===== config.mk =====
export PLATFORM = sky130hd
export DESIGN_NAME = button_event_queue_flat
export DESIGN_NICKNAME = d
export VERILOG_FILES = /design/src/rtl/button_event_queue_if.sv /design/src/rtl/button_event_queue.sv /design/src/flat_wrapper.sv
export SDC_FILE = /design/constraint.sdc
export NUM_CORES = 1
export LEC_CHECK = 0
export CORE_UTILIZATION = 25
export CTS_BUF_LIST = sky130_fd_sc_hd__clkbuf_8
export DETAILED_ROUTE_END_ITERATION = 16
export DONT_BUFFER_PORTS = 1
export PLACE_DENSITY = 0.38
export SLEW_MARGIN = 20
export SYNTH_ARGS = -nofsm -noshare
export SYNTH_HDL_FRONTEND = slang
export SYNTH_SLANG_ARGS = --single-unit
export TNS_END_PERCENT = 20

===== constraint.sdc =====
create_clock -name clock -period 2.4 [get_ports clock]
set_input_delay 0.48 -clock clock [delete_from_list [all_inputs] [get_ports clock]]
set_output_delay 0.48 -clock clock [all_outputs]
set_load 0.01 [all_outputs]

===== src/rtl/button_event_queue_if.sv =====
// Processor-side and debounce-side signal bundle for button_event_queue.
// The slave modport is the queue; the master modport drives buttons and pops.
interface button_event_queue_if #(
  parameter int unsigned NUM_BUTTONS = 4,
  parameter int unsigned ID_W        = 2,
  parameter int unsigned CNT_W       = 3
);
  logic [NUM_BUTTONS-1:0] debounce_in;
  logic                   rd_en;
  logic                   clear_overflow;
  logic                   event_valid;
  logic [ID_W-1:0]        event_id;
  logic [CNT_W-1:0]       event_count;
  logic                   accept;
  logic                   overflow;

  modport master (
    output debounce_in, rd_en, clear_overflow,
    input  event_valid, event_id, event_count, accept, overflow
  );

  modport slave (
    input  debounce_in, rd_en, clear_overflow,
    output event_valid, event_id, event_count, accept, overflow
  );
endinterface


===== src/rtl/button_event_queue.sv =====
// Turns debounced button levels into one queued press event each, arbitrates
// simultaneous presses lowest-index first, and buffers them in a small FWFT FIFO.
module button_event_queue #(
  parameter int unsigned NUM_BUTTONS = 4,
  parameter int unsigned DEPTH       = 4,
  parameter int unsigned ID_W        = 2,
  parameter int unsigned CNT_W       = 3
) (
  input  logic                 clock,
  input  logic                 resetn,
  button_event_queue_if.slave  bus
);

  localparam int unsigned PTR_W = (DEPTH > 1) ? $clog2(DEPTH) : 1;

  logic [NUM_BUTTONS-1:0] prev;
  logic [NUM_BUTTONS-1:0] pending;
  logic [PTR_W-1:0]       wr_ptr;
  logic [PTR_W-1:0]       rd_ptr;
  logic [CNT_W-1:0]       count;
  logic                   overflow_q;
  logic                   valid_q;
  logic [ID_W-1:0]        id_q;
  logic                   accept_q;
  logic [ID_W-1:0]        storage [DEPTH];

  logic [NUM_BUTTONS-1:0] rise;
  logic [NUM_BUTTONS-1:0] cand;
  logic [NUM_BUTTONS-1:0] win_onehot;
  logic [NUM_BUTTONS-1:0] pending_next;
  logic [ID_W-1:0]        win_idx;
  logic                   found;
  logic                   not_full;
  logic                   can_write;
  logic                   push;
  logic                   pop;
  logic [CNT_W-1:0]       count_next;
  logic [PTR_W-1:0]       rd_ptr_next;
  logic [PTR_W-1:0]       wr_ptr_next;
  logic [ID_W-1:0]        head_next;
  logic                   accept_next;
  logic                   overflow_next;

  // Edge detect, arbitration and next-state for pointers, count and flags.
  always_comb begin
    rise          = bus.debounce_in & ~prev;
    cand          = pending | rise;
    win_idx       = '0;
    win_onehot    = '0;
    found         = 1'b0;
    for (int unsigned i = 0; i < NUM_BUTTONS; i++) begin
      if (cand[i] && !found) begin
        found         = 1'b1;
        win_idx       = ID_W'(i);
        win_onehot[i] = 1'b1;
      end
    end

    not_full      = (count < CNT_W'(DEPTH));
    can_write     = not_full || bus.rd_en;
    push          = can_write && found;
    pop           = bus.rd_en && (count != '0);
    pending_next  = cand & ~(push ? win_onehot : '0);

    count_next    = count;
    if (push && !pop) count_next = count + CNT_W'(1);
    if (pop && !push) count_next = count - CNT_W'(1);

    rd_ptr_next   = pop  ? rd_ptr + PTR_W'(1) : rd_ptr;
    wr_ptr_next   = push ? wr_ptr + PTR_W'(1) : wr_ptr;

    // The new head may be the entry being written this very cycle.
    if (count_next == '0)
      head_next = '0;
    else if (push && (wr_ptr == rd_ptr_next))
      head_next = win_idx;
    else
      head_next = storage[rd_ptr_next];

    accept_next   = (count_next < CNT_W'(DEPTH)) && (pending_next == '0);

    // A set in the same cycle as a clear wins.
    overflow_next = overflow_q;
    if (bus.clear_overflow)      overflow_next = 1'b0;
    if ((rise & pending) != '0)  overflow_next = 1'b1;
  end

  always_ff @(posedge clock or negedge resetn) begin
    if (!resetn) begin
      prev       <= '0;
      pending    <= '0;
      wr_ptr     <= '0;
      rd_ptr     <= '0;
      count      <= '0;
      overflow_q <= 1'b0;
      valid_q    <= 1'b0;
      id_q       <= '0;
      accept_q   <= 1'b1;
    end else begin
      prev       <= bus.debounce_in;
      pending    <= pending_next;
      wr_ptr     <= wr_ptr_next;
      rd_ptr     <= rd_ptr_next;
      count      <= count_next;
      overflow_q <= overflow_next;
      valid_q    <= (count_next != '0);
      id_q       <= head_next;
      accept_q   <= accept_next;
    end
  end

  // Event storage carries no reset; validity is tracked by count.
  always_ff @(posedge clock) begin
    if (push) storage[wr_ptr] <= win_idx;
  end

  assign bus.event_valid = valid_q;
  assign bus.event_id    = id_q;
  assign bus.event_count = count;
  assign bus.accept      = accept_q;
  assign bus.overflow    = overflow_q;

endmodule


===== src/flat_wrapper.sv =====
// flat-port wrapper written by rule: the top's interface ports become plain ports
module button_event_queue_flat 
#(
  parameter int unsigned NUM_BUTTONS = 4,
  parameter int unsigned DEPTH       = 4,
  parameter int unsigned ID_W        = 2,
  parameter int unsigned CNT_W       = 3
)
  (clock, resetn, bus_debounce_in, bus_rd_en, bus_clear_overflow, bus_event_valid, bus_event_id, bus_event_count, bus_accept, bus_overflow);
  button_event_queue_if #(.NUM_BUTTONS(NUM_BUTTONS), .ID_W(ID_W), .CNT_W(CNT_W)) bus_i ();
  input  logic clock;
  input  logic resetn;
  input wire logic [$bits(bus_i.debounce_in)-1:0] bus_debounce_in;
  input wire logic [$bits(bus_i.rd_en)-1:0] bus_rd_en;
  input wire logic [$bits(bus_i.clear_overflow)-1:0] bus_clear_overflow;
  output wire logic [$bits(bus_i.event_valid)-1:0] bus_event_valid;
  output wire logic [$bits(bus_i.event_id)-1:0] bus_event_id;
  output wire logic [$bits(bus_i.event_count)-1:0] bus_event_count;
  output wire logic [$bits(bus_i.accept)-1:0] bus_accept;
  output wire logic [$bits(bus_i.overflow)-1:0] bus_overflow;
  assign bus_i.debounce_in = bus_debounce_in;
  assign bus_i.rd_en = bus_rd_en;
  assign bus_i.clear_overflow = bus_clear_overflow;
  assign bus_event_valid = bus_i.event_valid;
  assign bus_event_id = bus_i.event_id;
  assign bus_event_count = bus_i.event_count;
  assign bus_accept = bus_i.accept;
  assign bus_overflow = bus_i.overflow;
  button_event_queue #(.NUM_BUTTONS(NUM_BUTTONS), .DEPTH(DEPTH), .ID_W(ID_W), .CNT_W(CNT_W)) u_core (.clock(clock), .resetn(resetn), .bus(bus_i));
endmodule

Yosys cells after proc, flatten, opt, wreduce, memory -nomap -nowiden

Memory sizes are Yosys's and may differ from the RTL's.
Cells that the tools add are included.

Input bits: 8
Output and inout bits: 8
Memories kept: 1
Flip-flop bits (word level): 20
Memory bits (writable): 8
Logic and storage cells: 64

Equality and inequality tests: 1
Reduce and logical (&&, ||, !) cells: 21
$add $sub $neg: 4
Bitwise operators: 6
Order comparisons: 2
Muxes and demuxes: 20

Memories:

| memory         | depth | width | rd ports | clocked after Yosys merged registers in | write ports | RTL line                 | text |
|---|---|---|---|---|---|---|---|
| u_core.storage | 4     | 2     | 1        | 0                                       | 1           | button_event_queue.sv:25 | `logic [ID_W-1:0] storage [DEPTH];` |

Operators with widths:

| kind                                               | number |
|---|---|
| AND 4 bit                                          | 3 |
| two-way mux 1 bit                                  | 12 |
| two-way mux 2 bit                                  | 5 |
| logical AND 1 bit                                  | 9 |
| inverter 4 bit                                     | 2 |
| less-than comparator 3 bit (second input constant) | 2 |
| two-way mux 3 bit                                  | 2 |
| nonzero test 3 bit                                 | 2 |
| logical NOT 1 bit                                  | 5 |
| adder 2 x 1 -> 2 bit (second input constant)       | 2 |
| logical NOT 4 bit                                  | 1 |
| two-way mux 4 bit                                  | 1 |
| OR 4 bit                                           | 1 |
| nonzero test 4 bit                                 | 1 |
| adder 3 x 1 -> 3 bit (second input constant)       | 1 |
| logical NOT 3 bit                                  | 1 |
| subtractor 3 x 1 -> 3 bit (second input constant)  | 1 |
| == test 2 bit                                      | 1 |
| nonzero test 2 bit                                 | 1 |
| logical OR 1 bit                                   | 1 |

Logic depth before layout (Yosys ltp)

Gate-level depths: netlist of the first run.

Word-level depth: 19
Gate-level depth with buffers: 9
Depth with buffers taken out: 9

Least setup slack after synthesis of the first run

Ideal clock, no wire load.

Path kind: register -> register
From: register u_core.count[0], in the netlist u_core.bus.event_count[0]
To: register u_core.id_q[0], in the netlist u_core.bus.event_id[0]
Path slack: 139 ps
Path buffers: 0
Required time: 2,271 ps
Cell stages (with the launch flop): 10
Arrival time: 2,133 ps
Library setup time: 129 ps
Period minus slack after synthesis: 2,261 ps
Cells stage by stage: dfrtp_1 > inv_1 > ha_1 > ha_1 > nand2b_1 > nand2_1 > a21oi_2 > or4_4 > a221oi_2 > nor2_1

Longest elaborated chain between the ends: 8
Elaborated cells between the ends (all ways): 20
Classes of those cells: add/sub: 2; order compare: 1; eq/ne: 1; mux: 5; reduce/logical: 10; memory: 1

RTL lines:

| element                                                          | RTL line                                           | text |
|---|---|---|
| start, declared                                                  | button_event_queue.sv:20                           | `logic [CNT_W-1:0] count;` |
| start signal, assigned                                           | button_event_queue.sv:104                          | `count <= count_next;` |
| less-than comparator 3 bit or nonzero test 3 bit (tied branches) | button_event_queue.sv:59, button_event_queue.sv:62 |  |
| logical OR 1 bit or logical AND 1 bit (tied branches)            | button_event_queue.sv:60, button_event_queue.sv:62 |  |
| logical AND 1 bit or logical NOT 1 bit (tied branches)           | button_event_queue.sv:61, button_event_queue.sv:66 |  |
| logical AND 1 bit or logical NOT 1 bit (tied branches)           | button_event_queue.sv:66, button_event_queue.sv:67 |  |
| two-way mux 3 bit or logical AND 1 bit (tied branches)           | button_event_queue.sv:66, button_event_queue.sv:67 |  |
| two-way mux 3 bit                                                | button_event_queue.sv:67                           | `if (pop && !push) count_next = count - CNT_W'(1);` |
| logical NOT 3 bit                                                | button_event_queue.sv:73                           | `if (count_next == '0)` |
| two-way mux 2 bit (*)                                            | button_event_queue.sv:73                           |  |
| net u_core.head_next[0]                                          | button_event_queue.sv:40                           | `logic [ID_W-1:0] head_next;` |
| end signal, assigned                                             | button_event_queue.sv:107                          | `id_q <= head_next;` |
| end, declared                                                    | button_event_queue.sv:23                           | `logic [ID_W-1:0] id_q;` |

Mark *: on every way through the listed nets, which the timed path passes. The rest lies on a longest branch.
A chain may end at the register's enable or synchronous reset.

Worst setup path in the final report of the first run

From: register u_core.count[0], in the netlist u_core.bus.event_count[0]
To: register u_core.id_q[1], in the netlist u_core.bus.event_id[1]

Same word-level chain as after synthesis.

==> run metrics, run 1 <==
status finished clean; area of the core 5510 um2; Sw Share approximately 34%; 1st-pass router iterations 4; Largest stage delay, worst path around 0.50 ns; Worst Tran Pin Value slightly below 1 ns; Syn Area/Cell approximately 12 um2; largest family of logic cells by synthesized area simple AND/OR/NAND/NOR gates; gr usage total about 11%; pins over their slew limit 0; largest net degree at the start of global routing 20; Final Setup Violations 0; grt total ovfl 0; post-synthesis mux area share 4.57%; share of cells above drive strength 1 a little over a fifth; post-DP HPWL roughly 2.2 mm; Sw Pwr between 0.5 and 0.6 mW; Vias/cell approximately 4.3; ANT nets after route 0; Clock Sink Count 28; Max-Cap Viols 0; CTS HTree Levels 1; final core occ a little under a third; XOR/XNOR Fraction of Synth Area between 4 and 5%; die outline width ~78 um; Layout fillers 563; sequential element share of the synthesized area roughly 52%; Worst EP required between 2 and 3 ns; crit path launch type flip-flop; 1st-iter DRT viols 54; Die Y about 78 um; CTS root buf clkbuf_8; num rows 27; Clk Latency, worst-skew pair approximately 0.27 ns; Post-Synth Simple-Gate Area approximately a fifth; worst path bufs/invs 2; Synth Area in Adders 6.85%; fmax about 440 MHz; ys async rst share between 70% and 80%; vias in the first global route about 980; routed len/inst ~14 um; cell taking the most area after synthesis dfrtp_1; worst vdd ir between 400 and 500 uV; Post-Syn Area around 1400 um2; Top Family by Delay on Critical Path simple AND/OR/NAND/NOR gates; multi-input gate area in the final layout approximately 660 um2; CP endpoint kind flip-flop; final net count 150; power per cell area roughly 950 nW/um2; clk_skew roughly 0.012 ns; DRC 0; most common cell in the netlist dfrtp_1; io pins 16; Ys Warns 0; CTS tree built; Slew headroom 33.5%; Compound-Gate Fraction of Synth Area 11.0%; Area growth, synth to finish 16.6%; final hold violation count 0; PortBufs 0; Max clock buf depth 2; Synth cell types 38; main flop type after synthesis dfrtp_1; syn nets between 100 and 150; vias between 800 and 900; clock power share approximately 16%; CTS Buf Count 3; Synth top cells by count dfrtp_1, nor2_1, inv_1; Gate power share a little under 40%; total power 1.58 mW; P_int 1.04 mW; Tcrit/Tclk final between 90% and 100%; worst path arrival time about 2.4 ns; Max FO, Critical Path 6; Die ar. approximately 6000 um2; Sequential Power Share 44.7%; Routability Congestion 0.713; min Tclk post-route 2.28 ns; Sequential Area 742 um2; final WL around 2.9 mm; clock-pin slew on the worst setup and hold paths 0.10 ns; critical path class flip-flop to flip-flop; EDFF count, synth 8; Worst Hold Class input pin to asynchronous set/reset pin; Starting Density approximately a quarter; worst path cell trace inv_1 > ha_1 > ha_1 > nand2b_1 > nand2_1 > a21oi_2 > or4_4 > a221oi_2 > buf_4 > nor2_1; number of diodes 0; Syn Inst Count between 100 and 150; critical path's most frequent cell ha_1; Seq cells post-synth 28; Pleak 0.663 nW; Area contributors post-synth dfrtp_1, edfxtp_1, ha_1; initial antenna violation count 0; top cell type's share of synthesized area 33.4%; first-pass GRT wire length 4.97 mm; crit path max-delay cell type or4_4
path summary, 6_finish.rpt:
| check | from | endpoint | slack (ns) | cells after the start |
|---|---|---|---|---|
| worst min-delay path | resetn | u_core.bus.accept$_DFF_PN1_ | 0.03 | 0 |
| worst max register to register | u_core.bus.event_count[0]$_DFF_PN0_ | u_core.bus.event_id[1]$_DFF_PN0_ | 0.12 | 10 |
| worst min register to register | u_core.rd_ptr[1]$_DFF_PN0_ | u_core.rd_ptr[1]$_DFF_PN0_ | 0.57 | 2 |
| min in group clock | bus_debounce_in[2] | u_core.prev[2]$_DFF_PN0_ | 0.24 | 0 |
| max in group asynchronous | resetn | u_core.pending[2]$_DFF_PN0_ | 0.98 | 1 |
| worst max-delay path | u_core.bus.event_count[0]$_DFF_PN0_ | u_core.bus.event_id[1]$_DFF_PN0_ | 0.12 | 10 |
kinds of logic (layout without fill, tap and decap cells):
group,after synthesis,in the layout
multiplexers,4,4
adder cells (fa/ha/maj),8,8
AO/OA/AOI/OAI,22,22
flip-flops,28,28
XOR/XNOR,7,7
AND/OR/NAND/NOR,40,40
buffers and inverters,9,25
through the flow:
stage                     hold slack (ns)  TNS [ns]  std cells  setup WS [ns]  cell area, um2
after floorplan                     0.184         0        118          0.139            1430
after global placement              0.186         0        200         0.0592            1590
after detailed placement            0.186         0        200         0.0864            1590
after CTS                          0.0197         0        205         0.0584            1650
after global routing              0.00500  -0.00652        206       -0.00652            1660
final                              0.0342         0        206          0.124            1660
placed cells by master (no fill, tap or decap), drive strengths merged, types with 2 or more instances in the layout:
master,n
a21boi,2
a21oi,7
and2,4
buf,11
clkbuf,3
dfrtp,19
edfxtp,8
ha,7
inv,10
mux2i,2
mux4,2
nand2,5
nand2b,2
nor2,12
nor2b,8
nor3,2
nor4,2
o21ai,3
or4,3
xnor2,6
flip-flops by register name, indices dropped and copies added (netlist names):
signal / cells
u_core.bus.event_valid: 1
u_core.pending: 4
u_core.bus.overflow: 1
u_core.wr_ptr: 2
u_core.storage: 8
u_core.rd_ptr: 2
u_core.bus.event_id: 2
u_core.bus.event_count: 3
u_core.bus.accept: 1
u_core.prev: 4
timing repair:
| item | in CTS | in global routing |
|---|---|---|
| setup buffers | 0 | 1 |
| resized for setup | 0 | 2 |
| hold buffers | 1 | 0 |
| hold endpoints to repair | 19 | 0 |
| endpoints found under the setup margin | 0 | 3 |
area by class of cell:
class	instances	share of cell area, %
clock buffers	3	2.48
flip-flops and latches	28	44.7
repair buffers	12	5.57
inverters	9	2.03
clock inverters	1	0.226
well taps	72	5.42
multi-input cells	81	39.6
routing by layer:
layer / global-route usage (%) / part of all wire [%] / wire (um)
met1: 14.8 / 51 / 1510
met2: 17.4 / 45 / 1320
met3: 3.06 / 3.6 / 107
met4: 2.26 / 0.64 / 19
met5: 0 / 0 / 0
power groups by stage:
| stage | registers, mW | logic, mW | clock network, mW |
|---|---|---|---|
| floorplan | 0.721 | 0.444 | 0 |
| global placement | 0.714 | 0.609 | 0 |
| detailed placement | 0.717 | 0.608 | 0 |
| CTS | 0.707 | 0.620 | 0.273 |
| global route | 0.726 | 0.706 | 0.295 |
| finish | 0.707 | 0.621 | 0.255 |
Power figures use the tool's default switching activity.
==> run 2: changes to the inputs <==
Settings changed: CELL_PAD_IN_SITES_DETAIL_PLACEMENT from default to 1, CELL_PAD_IN_SITES_GLOBAL_PLACEMENT from default to 2, GPL_TIMING_DRIVEN from default to 1, PLACE_DENSITY 0.38 to 0.51.
==> run metrics, run 2 (same netlist as run 1, synthesis figures left out) <==
post-DP HPWL 2.52 mm (was 2.21 mm); share of cells above drive strength 1 25.4% (was 20.9%); largest net degree at the start of global routing 20 (unchanged); PortBufs 0 (unchanged); Clock Sink Count 28 (unchanged); power per cell area 1040 nW/um2 (was 953 nW/um2); grt total ovfl 0 (unchanged); DRC 0 (unchanged); Pleak 0.673 nW (was 0.663 nW); CTS Buf Count 3 (unchanged); final WL 3.35 mm (was 2.95 mm); R2R Setup Slk 0.12 ns (about the same); Tcrit/Tclk final 95.1% (was 94.8%); Max clock buf depth 2 (unchanged); Area growth, synth to finish 20.6% (was 16.6%); worst slack at placement -0.0322 ns (was 0.0864 ns); commonest cells after routing, fill and taps aside dfrtp_1, nor2_1, buf_4 (unchanged); Worst Hold Class input pin to asynchronous set/reset pin (unchanged); first-pass GRT wire length 5.60 mm (was 4.97 mm); crit path max-delay cell type or4_4 (unchanged); gr usage total 12.3% (was 11.0%); status finished clean (unchanged); fmax 438 MHz (was 439 MHz); Largest register FFs 8 (unchanged); vias 954 (was 882); register with the most flip-flops u_core.storage (unchanged); R2R depth 9 (was 10); CTS HTree Levels 1 (unchanged); die outline width 77.5 um (unchanged); clk_skew 0.00503 ns (was 0.0120 ns); Largest stage delay, worst path 0.51 ns (was 0.50 ns); reg2reg start u_core.bus.event_count[0]$_DFF_PN0_ (unchanged); CTS root buf clkbuf_8 (unchanged); Clk Latency, worst-skew pair 0.28 ns (was 0.27 ns); Worst Setup SP u_core.bus.event_count[0]$_DFF_PN0_ (unchanged); Worst Slack Setup Final 0.118 ns (was 0.124 ns); ANT nets after route 0 (unchanged); worst path cell trace inv_1 > ha_1 > ha_2 > nand2b_1 > nand2_2 > a21oi_2 > or4_4 > a221oi_4 > nor2_1 (was inv_1 > ha_1 > ha_1 > nand2b_1 > nand2_1 > a21oi_2 > or4_4 > a221oi_2 > buf_4 > nor2_1); Worst Tran Pin Value 0.955 ns (was 0.993 ns); worst path arrival time 2.44 ns (about the same); io pins 16 (unchanged); Routability Congestion 0.786 (was 0.713); number of diodes 0 (unchanged); area of the core 5510 um2 (unchanged); Die ar. 6010 um2 (unchanged); initial antenna violation count 0 (unchanged); Starting Density 25.9% (unchanged); setup TNS 0 ns (unchanged); total power 1.79 mW (was 1.58 mW); commonest non-fill, non-tap cell in the layout dfrtp_1 (unchanged); routed len/inst 16.3 um (was 14.3 um); Layout fillers 605 (was 563); pins over their slew limit 0 (unchanged); worst path bufs/invs 1 (was 2); Max-Cap Viols 0 (unchanged); 1st-pass router iterations 4 (unchanged); Sequential Area 742 um2 (unchanged); Vias/cell 4.63 (was 4.28); clock-pin slew on the worst setup and hold paths 0.10 ns (about the same); min Tclk post-route 2.28 ns (about the same); final net count 150 (unchanged); crit path to u_core.bus.event_id[0]$_DFF_PN0_ (was u_core.bus.event_id[1]$_DFF_PN0_); final hold violation count 0 (unchanged); biggest regs u_core.storage: 8 flops, u_core.pending: 4 flops, u_core.prev: 4 flops (unchanged); critical path class flip-flop to flip-flop (unchanged); 1st-iter DRT viols 23 (was 54); Max FO, Critical Path 5 (was 6); CTS tree built (unchanged); r2r endpoint u_core.bus.event_id[0]$_DFF_PN0_ (was u_core.bus.event_id[1]$_DFF_PN0_); Top Family by Delay on Critical Path simple AND/OR/NAND/NOR gates (unchanged); multi-input gate area in the final layout 689 um2 (was 658 um2); CP endpoint kind flip-flop (unchanged); Slew headroom 36.1% (was 33.5%); Die Y 77.5 um (unchanged); num rows 27 (unchanged); Worst EP required 2.56 ns (about the same); worst vdd ir 312 uV (was 434 uV); vias in the first global route 1052 (was 983); Final Setup Violations 0 (unchanged); WP depth 9 (was 10); crit path launch type flip-flop (unchanged); RSZ-0062 raised after global routing no
## run 2: area by class of cell
cell class                 count  share of cell area [%]
inverter                       9                    1.97
multi-input combinational     81                    40.1
tap                           72                    5.24
clock inverter                 1                    1.75
clock buffer                   3                    2.40
sequential                    28                    43.2
timing repair buffer          12                    5.39
## run 2: per-layer routing
| layer | GRT usage (%) | vias to the layer above | part of all wire, % |
|---|---|---|---|
| met3 | 3.76 | 2 | 3.7 |
| met4 | 2.83 | 0 | 0.45 |
| met1 | 15.6 | 488 | 47 |
| li1 | - | 450 | - |
| met5 | 0 | - | 0 |
| met2 | 20.5 | 14 | 49 |
## run 2: how the worst min path moves through the flow
stage | end | slack [ns] | cells after the start
after global placement | u_core.bus.event_id[0]$_DFF_PN0_ | 0.19 | 0
final | u_core.bus.accept$_DFF_PN1_ | 0.02 | 0
after detailed placement | u_core.bus.event_id[0]$_DFF_PN0_ | 0.19 | 0
after CTS | u_core.bus.accept$_DFF_PN1_ | 0.004 | 0
after floorplan | u_core.bus.event_count[0]$_DFF_PN0_ | 0.18 | 0
after global routing | u_core.bus.accept$_DFF_PN1_ | 0.003 | 0
## run 2: report_power, final
| group | leakage (nW) | switching, mW | total [mW] | internal, mW |
|---|---|---|---|---|
| logic | 0.336 | 0.372 | 0.698 | 0.326 |
| registers | 0.301 | 0.0905 | 0.713 | 0.623 |
| clock network | 0.0357 | 0.160 | 0.383 | 0.224 |
## run 2: worst reg2reg max path, delay by kind of cell (launching register included)
family	cells	cell delay [ns]
simple gates	4	0.92
fa+ha+maj	2	0.42
compound gates	2	0.39
flops	1	0.36
buf+inv	1	0.08
## run 2: what timing repair did
action / in CTS / in global routing
gates resized for setup: 1 / 7
hold endpoints to repair: 19 / 0
endpoints found under the setup margin: 2 / 3
setup buffers: 0 / 1
hold buffers: 1 / 0
pin swaps: 0 / 1
## run 2: through the flow
step	hold WS (ns)	area [um2]	instances	utilization (%)
global route	0.00343	1720	206	31.2
global placement	0.185	1590	200	28.9
floorplan	0.184	1430	118	-
finish	0.0241	1720	206	31.2
CTS	0.00355	1680	205	30.5
detailed placement	0.186	1590	200	28.9
